### src/rtl/wb_arbiter_rr.sv
// Round-robin N-master Wishbone B3 arbiter for a single shared slave.
// A slave-response watchdog ends hung cycles with a bus error to the owning master.
module wb_arbiter_rr #(
  parameter int unsigned num_masters = 2,
  parameter int unsigned aw          = 32,
  parameter int unsigned dw          = 32,
  parameter int unsigned timeout     = 255
) (
  input  logic                            wb_clk_i,
  input  logic                            wb_rst_i,
  // master side
  input  logic [num_masters*aw-1:0]       wbm_adr_i,
  input  logic [num_masters*dw-1:0]       wbm_dat_i,
  input  logic [num_masters*(dw/8)-1:0]   wbm_sel_i,
  input  logic [num_masters-1:0]          wbm_we_i,
  input  logic [num_masters-1:0]          wbm_cyc_i,
  input  logic [num_masters-1:0]          wbm_stb_i,
  input  logic [num_masters*3-1:0]        wbm_cti_i,
  input  logic [num_masters*2-1:0]        wbm_bte_i,
  output logic [num_masters*dw-1:0]       wbm_dat_o,
  output logic [num_masters-1:0]          wbm_ack_o,
  output logic [num_masters-1:0]          wbm_err_o,
  output logic [num_masters-1:0]          wbm_rty_o,
  // slave side
  output logic [aw-1:0]                   wbs_adr_o,
  output logic [dw-1:0]                   wbs_dat_o,
  output logic [dw/8-1:0]                 wbs_sel_o,
  output logic                            wbs_we_o,
  output logic                            wbs_cyc_o,
  output logic                            wbs_stb_o,
  output logic [2:0]                      wbs_cti_o,
  output logic [1:0]                      wbs_bte_o,
  input  logic [dw-1:0]                   wbs_dat_i,
  input  logic                            wbs_ack_i,
  input  logic                            wbs_err_i,
  input  logic                            wbs_rty_i,
  // status
  output logic [num_masters-1:0]          grant_o,
  output logic                            timeout_o
);

  localparam int unsigned GW = (num_masters > 1) ? $clog2(num_masters) : 1;
  localparam int unsigned SW = dw / 8;

  typedef enum logic [1:0] {StIdle, StBusy, StTerr} state_e;

  state_e        state_q, state_d;
  logic [GW-1:0] gnt_q, gnt_d;
  logic [GW-1:0] last_q, last_d;
  logic [GW-1:0] pick;
  logic          any_req;
  logic          cyc_g, stb_g;
  logic          resp;
  logic          expire;
  int unsigned   gidx;

  assign any_req = |wbm_cyc_i;
  assign gidx    = 32'(gnt_q);
  assign cyc_g   = wbm_cyc_i[gidx];
  assign stb_g   = wbm_stb_i[gidx];
  assign resp    = wbs_ack_i | wbs_err_i | wbs_rty_i;

  // First requester scanning upward from the one after the last winner.
  always_comb begin : rr_pick
    logic        found;
    int unsigned idx;
    found = 1'b0;
    pick  = '0;
    idx   = 0;
    for (int unsigned k = 1; k <= num_masters; k++) begin
      idx = (32'(last_q) + k) % num_masters;
      if (!found && wbm_cyc_i[idx]) begin
        found = 1'b1;
        pick  = GW'(idx);
      end
    end
  end

  // Request path: the granted master's slice drives the slave.
  assign wbs_adr_o = wbm_adr_i[gidx*aw +: aw];
  assign wbs_dat_o = wbm_dat_i[gidx*dw +: dw];
  assign wbs_sel_o = wbm_sel_i[gidx*SW +: SW];
  assign wbs_we_o  = wbm_we_i[gidx];
  assign wbs_cti_o = wbm_cti_i[gidx*3 +: 3];
  assign wbs_bte_o = wbm_bte_i[gidx*2 +: 2];
  assign wbs_cyc_o = (state_q == StBusy) & cyc_g;
  assign wbs_stb_o = (state_q == StBusy) & cyc_g & stb_g;

  assign wbm_dat_o = {num_masters{wbs_dat_i}};
  assign timeout_o = (state_q == StTerr);

  always_comb begin : resp_route
    wbm_ack_o = '0;
    wbm_err_o = '0;
    wbm_rty_o = '0;
    grant_o   = '0;
    if (state_q != StIdle) begin
      grant_o[gidx] = 1'b1;
    end
    if (state_q == StBusy) begin
      wbm_ack_o[gidx] = wbs_ack_i & wbs_stb_o;
      wbm_err_o[gidx] = wbs_err_i & wbs_stb_o;
      wbm_rty_o[gidx] = wbs_rty_i & wbs_stb_o;
    end else if (state_q == StTerr) begin
      // Late slave responses are swallowed here.
      wbm_err_o[gidx] = 1'b1;
    end
  end

  if (timeout != 0) begin : g_wdog
    localparam int unsigned WW = $clog2(timeout + 1);
    logic [WW-1:0] wdc_q, wdc_d;

    always_comb begin
      wdc_d = (!wbs_stb_o || resp) ? '0 : wdc_q + 1'b1;
    end

    always_ff @(posedge wb_clk_i or posedge wb_rst_i) begin
      if (wb_rst_i) begin
        wdc_q <= '0;
      end else begin
        wdc_q <= wdc_d;
      end
    end

    // A response in the expiry cycle wins over the watchdog.
    assign expire = wbs_stb_o && !resp && (wdc_q == WW'(timeout - 1));
  end else begin : g_no_wdog
    assign expire = 1'b0;
  end

  always_comb begin : fsm_next
    state_d = state_q;
    gnt_d   = gnt_q;
    last_d  = last_q;
    case (state_q)
      StIdle: begin
        if (any_req) begin
          gnt_d   = pick;
          last_d  = pick;
          state_d = StBusy;
        end
      end
      StBusy, StTerr: begin
        if (expire) begin
          state_d = StTerr;
        end else if (cyc_g) begin
          state_d = StBusy;
        end else if (any_req) begin
          gnt_d   = pick;
          last_d  = pick;
          state_d = StBusy;
        end else begin
          state_d = StIdle;
        end
      end
      default: state_d = StIdle;
    endcase
  end

  always_ff @(posedge wb_clk_i or posedge wb_rst_i) begin
    if (wb_rst_i) begin
      state_q <= StIdle;
      gnt_q   <= '0;
      last_q  <= GW'(num_masters - 1);
    end else begin
      state_q <= state_d;
      gnt_q   <= gnt_d;
      last_q  <= last_d;
    end
  end

endmodule

### config.mk
export PLATFORM = sky130hd
export DESIGN_NAME = wb_arbiter_rr
export DESIGN_NICKNAME = d
export VERILOG_FILES = /design/src/rtl/wb_arbiter_rr.sv
export SDC_FILE = /design/constraint.sdc
export NUM_CORES = 1
export LEC_CHECK = 0
export CAP_MARGIN = 20
export CORE_AREA = 2 2 130 132
export CTS_CLUSTER_DIAMETER = 30
export CTS_CLUSTER_SIZE = 40
export DETAILED_ROUTE_END_ITERATION = 6
export DIE_AREA = 0 0 132 134
export GPL_TIMING_DRIVEN = 0
export HOLD_SLACK_MARGIN = 0.03
export SYNTH_ARGS = -nofsm -noshare
export SYNTH_HDL_FRONTEND = slang
export SYNTH_SLANG_ARGS = --single-unit
### constraint.sdc
create_clock -name wb_clk_i -period 4.2 [get_ports wb_clk_i]
set_input_delay 0.84 -clock wb_clk_i [delete_from_list [all_inputs] [get_ports wb_clk_i]]
set_output_delay 0.84 -clock wb_clk_i [all_outputs]
set_load 0.005 [all_outputs]
==> results of run 1 <==
per-layer routing:
metal | vias to the layer above | track usage, %
met4 | 2 | 1.21
met3 | 8 | 4.80
li1 | 1397 | -
met5 | - | 0
met1 | 1317 | 16.2
met2 | 160 | 23.4
flip-flops by register name, indices dropped and copies added (netlist names):
register      count
gnt_q             1
state_q           2
g_wdog.wdc_q      8
last_q            1
where the power goes:
| part | switching (mW) | internal (mW) |
|---|---|---|
| clock | 0.0481 | 0.144 |
| sequential | 0.00569 | 0.124 |
| combinational | 0.234 | 0.523 |
cell type report:
type | instances | area share (%)
Multi-Input combinational cell | 147 | 23.5
Timing Repair Buffer | 303 | 54.2
Sequential cell | 12 | 5.39
Buffer | 75 | 9.88
Clock buffer | 4 | 1.59
Tap cell | 220 | 4.92
Inverter | 8 | 0.536
layout by cell type, fill, tap and decap left out, types with 2 or more instances in the layout:
cell type,instances
nor2_1,11
o21ai_0,5
a21oi_1,6
mux2_2,74
buf_4,71
buf_2,4
and2_1,4
or3_1,3
inv_1,8
nand2_1,3
clkdlybuf4s50_1,303
nand3b_1,2
nor2b_1,2
dfrtp_1,11
nand4_1,3
nand3_1,6
o211ai_1,2
ha_1,6
clkbuf_16,3
xor2_1,2
or2_2,2
cell families (layout without fill, tap and decap cells):
| family | Yosys count | count (layout) | share of synthesized area (%) |
|---|---|---|---|
| DFF | 12 | 12 | 13.7 |
| and+or+nand+nor | 42 | 42 | 10.7 |
| adders and majority gates | 6 | 6 | 3.41 |
| xor gates and xnor gates | 3 | 3 | 1.19 |
| buffers and inverters | 83 | 390 | 26.5 |
| muxes | 75 | 75 | 38.3 |
| AOI/OAI and AO/OA | 21 | 21 | 6.19 |
worst max-delay path by stage:
stage,depth (start not counted),start,to
after floorplan,3,wbm_cyc_i[0],wbm_ack_o[0]
after global placement,4,wbs_err_i,wbm_err_o[1]
after detailed placement,4,wbs_err_i,wbm_err_o[1]
after CTS,4,wbs_err_i,wbm_err_o[1]
after global routing,4,wbs_err_i,wbm_err_o[1]
final,4,wbs_err_i,wbm_err_o[1]
stage by stage:
| step | util, % | area [um2] | cells |
|---|---|---|---|
| floorplan | - | 2200 | 242 |
| detailed placement | 33.8 | 5510 | 765 |
| global placement | 33.8 | 5510 | 765 |
| global route | 34.4 | 5600 | 769 |
| CTS | 34.4 | 5600 | 769 |
| finish | 34.4 | 5600 | 769 |
==> flow_summary.toml, run 1 <==
[outcome]
status = "complete, no violations"

[sta]
layout_setup_ws_ps = 948
grt_setup_unrepaired = "no"
holdWs_ps = 533
maxSlewViolCount = 0
fin_crit_ps = 3250
max_freq_mhz = 308
setup_viol = 0
period_share_pct = 77.4
hold_viol = 0
tns_ps = 0
worst_pin_slew_ps = 451
skew_ps = 0.796
slew_headroom_pct = 69.9

[clock_network]
cts_max_path_buffers = 2
cts_resized = 0
cts_tree = "yes"
post_cts_buffers = 0
ctsHoldBuffers = 0
cts_buffers = 3
clk_latency_ps = 240
htree_num_levels = 1
path_clk_slew_ps = 40
clock_sinks = 12
cts-root-buf = "clkbuf_16"

[worst_setup_path]
crit_family = "buffers and inverters"
criticalPathCategory = "in2out"
path_max_fanout = 3
cpMostUsedCell = "clkdlybuf4s50_1"
slowest_delay_ps = 570
cp-end-kind = "primary output"
crit_arrival_ps = 2410
cp_data_required_time_ps = 3360
path_cells = "clkdlybuf4s50_1, nand4_1, a21boi_0, clkdlybuf4s50_1"
r2r_start = "state_q[1]"
cp_slowest_cell = "clkdlybuf4s50_1"
start_kind = "input port"
worstReg2RegEnd = "g_wdog.wdc_q[3]"
r2r_cells = 5
r2r_slack_ps = 2640
cp.buffers_inverters = 2

[cells_and_area]
n_antenna_cell = 0
drive_above_1_share_pct = 29.1
fin_nets = 745
syn_to_final_growth_pct = 154
regArea_um2 = 302
multi_input_area_um2 = 1320
fillers = 1666

[synthesis]
syn_nets = 437
yosys_warnings = 0
yosysMostFrequentCell = "mux2_2"
async_flop_share_pct = 100
ys_top_cells_by_count = "74 x mux2_2, 71 x buf_4, 11 x dfrtp_1, 11 x nor2_1, 8 x inv_1"
yosys.area.top_type_share_pct = 37.8
synth_seq_cells = 12
syn_inst = 242
synth_area_um2 = 2200
syn_area_per_cell_um2 = 9.10
synth_top_cell_by_area = "mux2_2"
yosysSeqAreaShare_pct = 13.7
synth_area_leaders = "mux2_2 38%, buf_4 24%, dfrtp_1 13%"
ys.flop_type = "dfrtp_1"
synth_edf_count = 0
yosys.cell_types.count = 36

[routing]
wl_met1_um = 5090
wl_met3_um = 1180
wl_um = 12700
top_layer = "met5"
routed-via-count = 2884
drt_iter0_drc = 90
ant_nets = 0
dr.pass1.iters = 5
wl_per_cell_um = 16.5
remaining_drc_errors = 0
wl_met2_um = 6260
via_per_inst = 3.75

[power]
p_total_mw = 1.08
p_leak_nw = 2.22
p_per_area_nw_per_um2 = 192
peakVddDrop_mv = 0.167

[min_path]
hp-class = "reg2reg"
hold_depth = 1
hp-start = "g_wdog.wdc_q[0]"
min_to = "g_wdog.wdc_q[0]"

[die]
fp.dieW_um = 132
die_h_um = 134
die_area_um2 = 17700
start_util_pct = 13.5
pin_count = 338
core-area_um2 = 16300
rows = 47

[placed_design]
place_ws_ps = 962
port_buffers = 303
hpwl_um = 11200
place_congestion = 0.850

[grt]
grt_pass1_vias = 3019
grt_max_degree = 13
grt_pass1_wl_um = 18400
antenna_found_initial = 1
grt.total_usage_pct = 13.3
grt-ovfl-total = 0

[run]
maxCapViolCount = 0
(Power assumes the default switching activity.)
==> inputs of run 2 (changes only) <==
--- a/config.mk
+++ b/config.mk
@@ -6,11 +6,11 @@
 export NUM_CORES = 1
 export LEC_CHECK = 0
 export CAP_MARGIN = 20
-export CORE_AREA = 2 2 130 132
+export CORE_AREA = 2 2 131 133
 export CTS_CLUSTER_DIAMETER = 30
 export CTS_CLUSTER_SIZE = 40
 export DETAILED_ROUTE_END_ITERATION = 6
-export DIE_AREA = 0 0 132 134
+export DIE_AREA = 0 0 133 135
 export GPL_TIMING_DRIVEN = 0
 export HOLD_SLACK_MARGIN = 0.03
 export SYNTH_ARGS = -nofsm -noshare
==> constraint.sdc (replaced) <==
create_clock -name wb_clk_i -period 3.15 [get_ports wb_clk_i]
set_input_delay 0.63 -clock wb_clk_i [delete_from_list [all_inputs] [get_ports wb_clk_i]]
set_output_delay 0.63 -clock wb_clk_i [all_outputs]
set_load 0.005 [all_outputs]
==> run 2 against run 1 <==
  * Routed wire length rose by 4.4%
  * Critical path type unchanged
  * Sequential share of layout area about the same
  * Critical endpoint is now wbm_err_o[0]
  * Combinational power up 35%
==> flow_summary.toml, run 2 (synthesis gave the netlist of run 1 again) <==
[worst_setup_path]
r2r_start = "state_q[1]"
start_kind = "input port"
cp.buffers_inverters = 2
slowest_delay_ps = 550
worstReg2RegEnd = "g_wdog.wdc_q[4]"
criticalPathCategory = "in2out"
cp_data_required_time_ps = 2520
r2r_cells = 5
crit_arrival_ps = 2100
path_max_fanout = 3
cp-end-kind = "primary output"
cpMostUsedCell = "clkdlybuf4s50_1"
cp_slowest_cell = "clkdlybuf4s50_1"
crit_family = "buffers and inverters"
r2r_slack_ps = 1570
path_cells = "clkdlybuf4s50_1, nand4_1, a21oi_1, clkdlybuf4s50_1"

[grt]
grt_max_degree = 13
grt_pass1_vias = 3108
grt_pass1_wl_um = 18900
grt-ovfl-total = 0
antenna_found_initial = 2
grt.total_usage_pct = 13.6

[min_path]
hp-class = "reg2reg"
hold_depth = 1
min_to = "g_wdog.wdc_q[0]"
hp-start = "g_wdog.wdc_q[0]"

[cells_and_area]
reg_top3 = "g_wdog.wdc_q: 8 flops, state_q: 2 flops"
largest_reg_flops = 8
final_common_cell = "clkdlybuf4s50_1"
syn_to_final_growth_pct = 154
top_register = "g_wdog.wdc_q"
fin_nets = 745
drive_above_1_share_pct = 29.1
fillers = 1645
final_cell_mix = "303 x clkdlybuf4s50_1, 74 x mux2_2, 71 x buf_4"

[clock_network]
clk_latency_ps = 240
post_cts_buffers = 0
cts_buffers = 3
ctsHoldBuffers = 0
cts-root-buf = "clkbuf_16"
htree_num_levels = 1
clock_sinks = 12
path_clk_slew_ps = 40
cts_resized = 0
cts_max_path_buffers = 2
cts_tree = "yes"

[die]
pin_count = 338
die_area_um2 = 18000
start_util_pct = 13.4
die_h_um = 135
fp.dieW_um = 133
core-area_um2 = 16400
rows = 47

[sta]
worst_pin_slew_ps = 502
grt_setup_unrepaired = "no"
fin_crit_ps = 2730
setup_viol = 0
max_freq_mhz = 367
hold_viol = 0
maxSlewViolCount = 0
period_share_pct = 86.5
tns_ps = 0
holdWs_ps = 535
skew_ps = 0.549
slew_headroom_pct = 66.5

[routing]
wl_met2_um = 6500
remaining_drc_errors = 0
wl_per_cell_um = 17.2
wl_um = 13300
via_per_inst = 3.81
routed-via-count = 2932
wl_met3_um = 1330
top_layer = "met5"
drt_iter0_drc = 103
wl_met1_um = 5220
dr.pass1.iters = 6
ant_nets = 0

[power]
seqPwrFrac_pct = 11.9
p_leak_nw = 2.22
p_per_area_nw_per_um2 = 260
p_comb_share_pct = 69.9
p_sw_share_pct = 27.5
clkPwrFrac_pct = 18.2
peakVddDrop_mv = 0.165
p_int_mw = 1.05
p_switching_mw = 0.400

[placed_design]
port_buffers = 303
hpwl_um = 11500
place_congestion = 0.776

[outcome]
status = "complete, no violations"

[run]
maxCapViolCount = 0
[run 2: cell types whose count changed in the layout (fill, tap and decap cells not counted), sizes merged]
cell / delta
diode: +1
[run 2: worst register-to-register path, stage by stage (launching register included)]
cell	delay, ps
dfrtp_1	380
inv_1	80
ha_1	270
and4b_1	270
o21ai_2	350
nor2_1	100
[run 2: how the worst max path moves through the flow]
stage,from,to,slack [ps],cells after the start
after floorplan,wbm_cyc_i[0],wbm_ack_o[0],1370,3
after global placement,wbs_err_i,wbm_err_o[0],440,4
after detailed placement,wbs_err_i,wbm_err_o[1],430,4
after CTS,wbm_stb_i[1],wbm_rty_o[1],420,4
after global routing,wbs_err_i,wbm_err_o[0],300,4
final,wbs_err_i,wbm_err_o[0],420,4
[run 2: area by class of cell]
type                       count  area (um2)  share of cell area, %
inverter                       8        30.0                  0.536
buffer                        75         553                   9.87
tap                          220         275                   4.91
sequential                    12         302                   5.38
timing repair buffer         303        3030                   54.1
clock buffer                   4        88.8                   1.59
antenna                        1        2.50                 0.0447
multi-input combinational    147        1320                   23.5
[run 2: routing by layer]
layer | up-vias | GRT usage, %
met5 | - | 0
met4 | 2 | 2.51
met3 | 14 | 4.92
met2 | 172 | 23.5
met1 | 1347 | 16.4
li1 | 1397 | -
[run 2: power groups by stage]
| stage | clock network [mW] | registers (mW) | logic, mW |
|---|---|---|---|
| after floorplan | 0 | 0.173 | 0.369 |
| after global placement | 0 | 0.175 | 1.02 |
| after detailed placement | 0 | 0.176 | 1.02 |
| after CTS | 0.268 | 0.174 | 1.03 |
| after global routing | 0.276 | 0.175 | 1.08 |
| final | 0.264 | 0.173 | 1.02 |
[run 2: metrics by stage]
stage | instances | utilization, % | setup WS, ps | total power, mW | cell area, um2
global route | 769 | 34.1 | 304 | 1.53 | 5600
CTS | 769 | 34.1 | 423 | 1.47 | 5600
finish | 770 | 34.1 | 424 | 1.45 | 5600
floorplan | 242 | - | 1370 | 0.542 | 2200
global placement | 765 | 33.6 | 436 | 1.19 | 5510
detailed placement | 765 | 33.6 | 434 | 1.20 | 5510
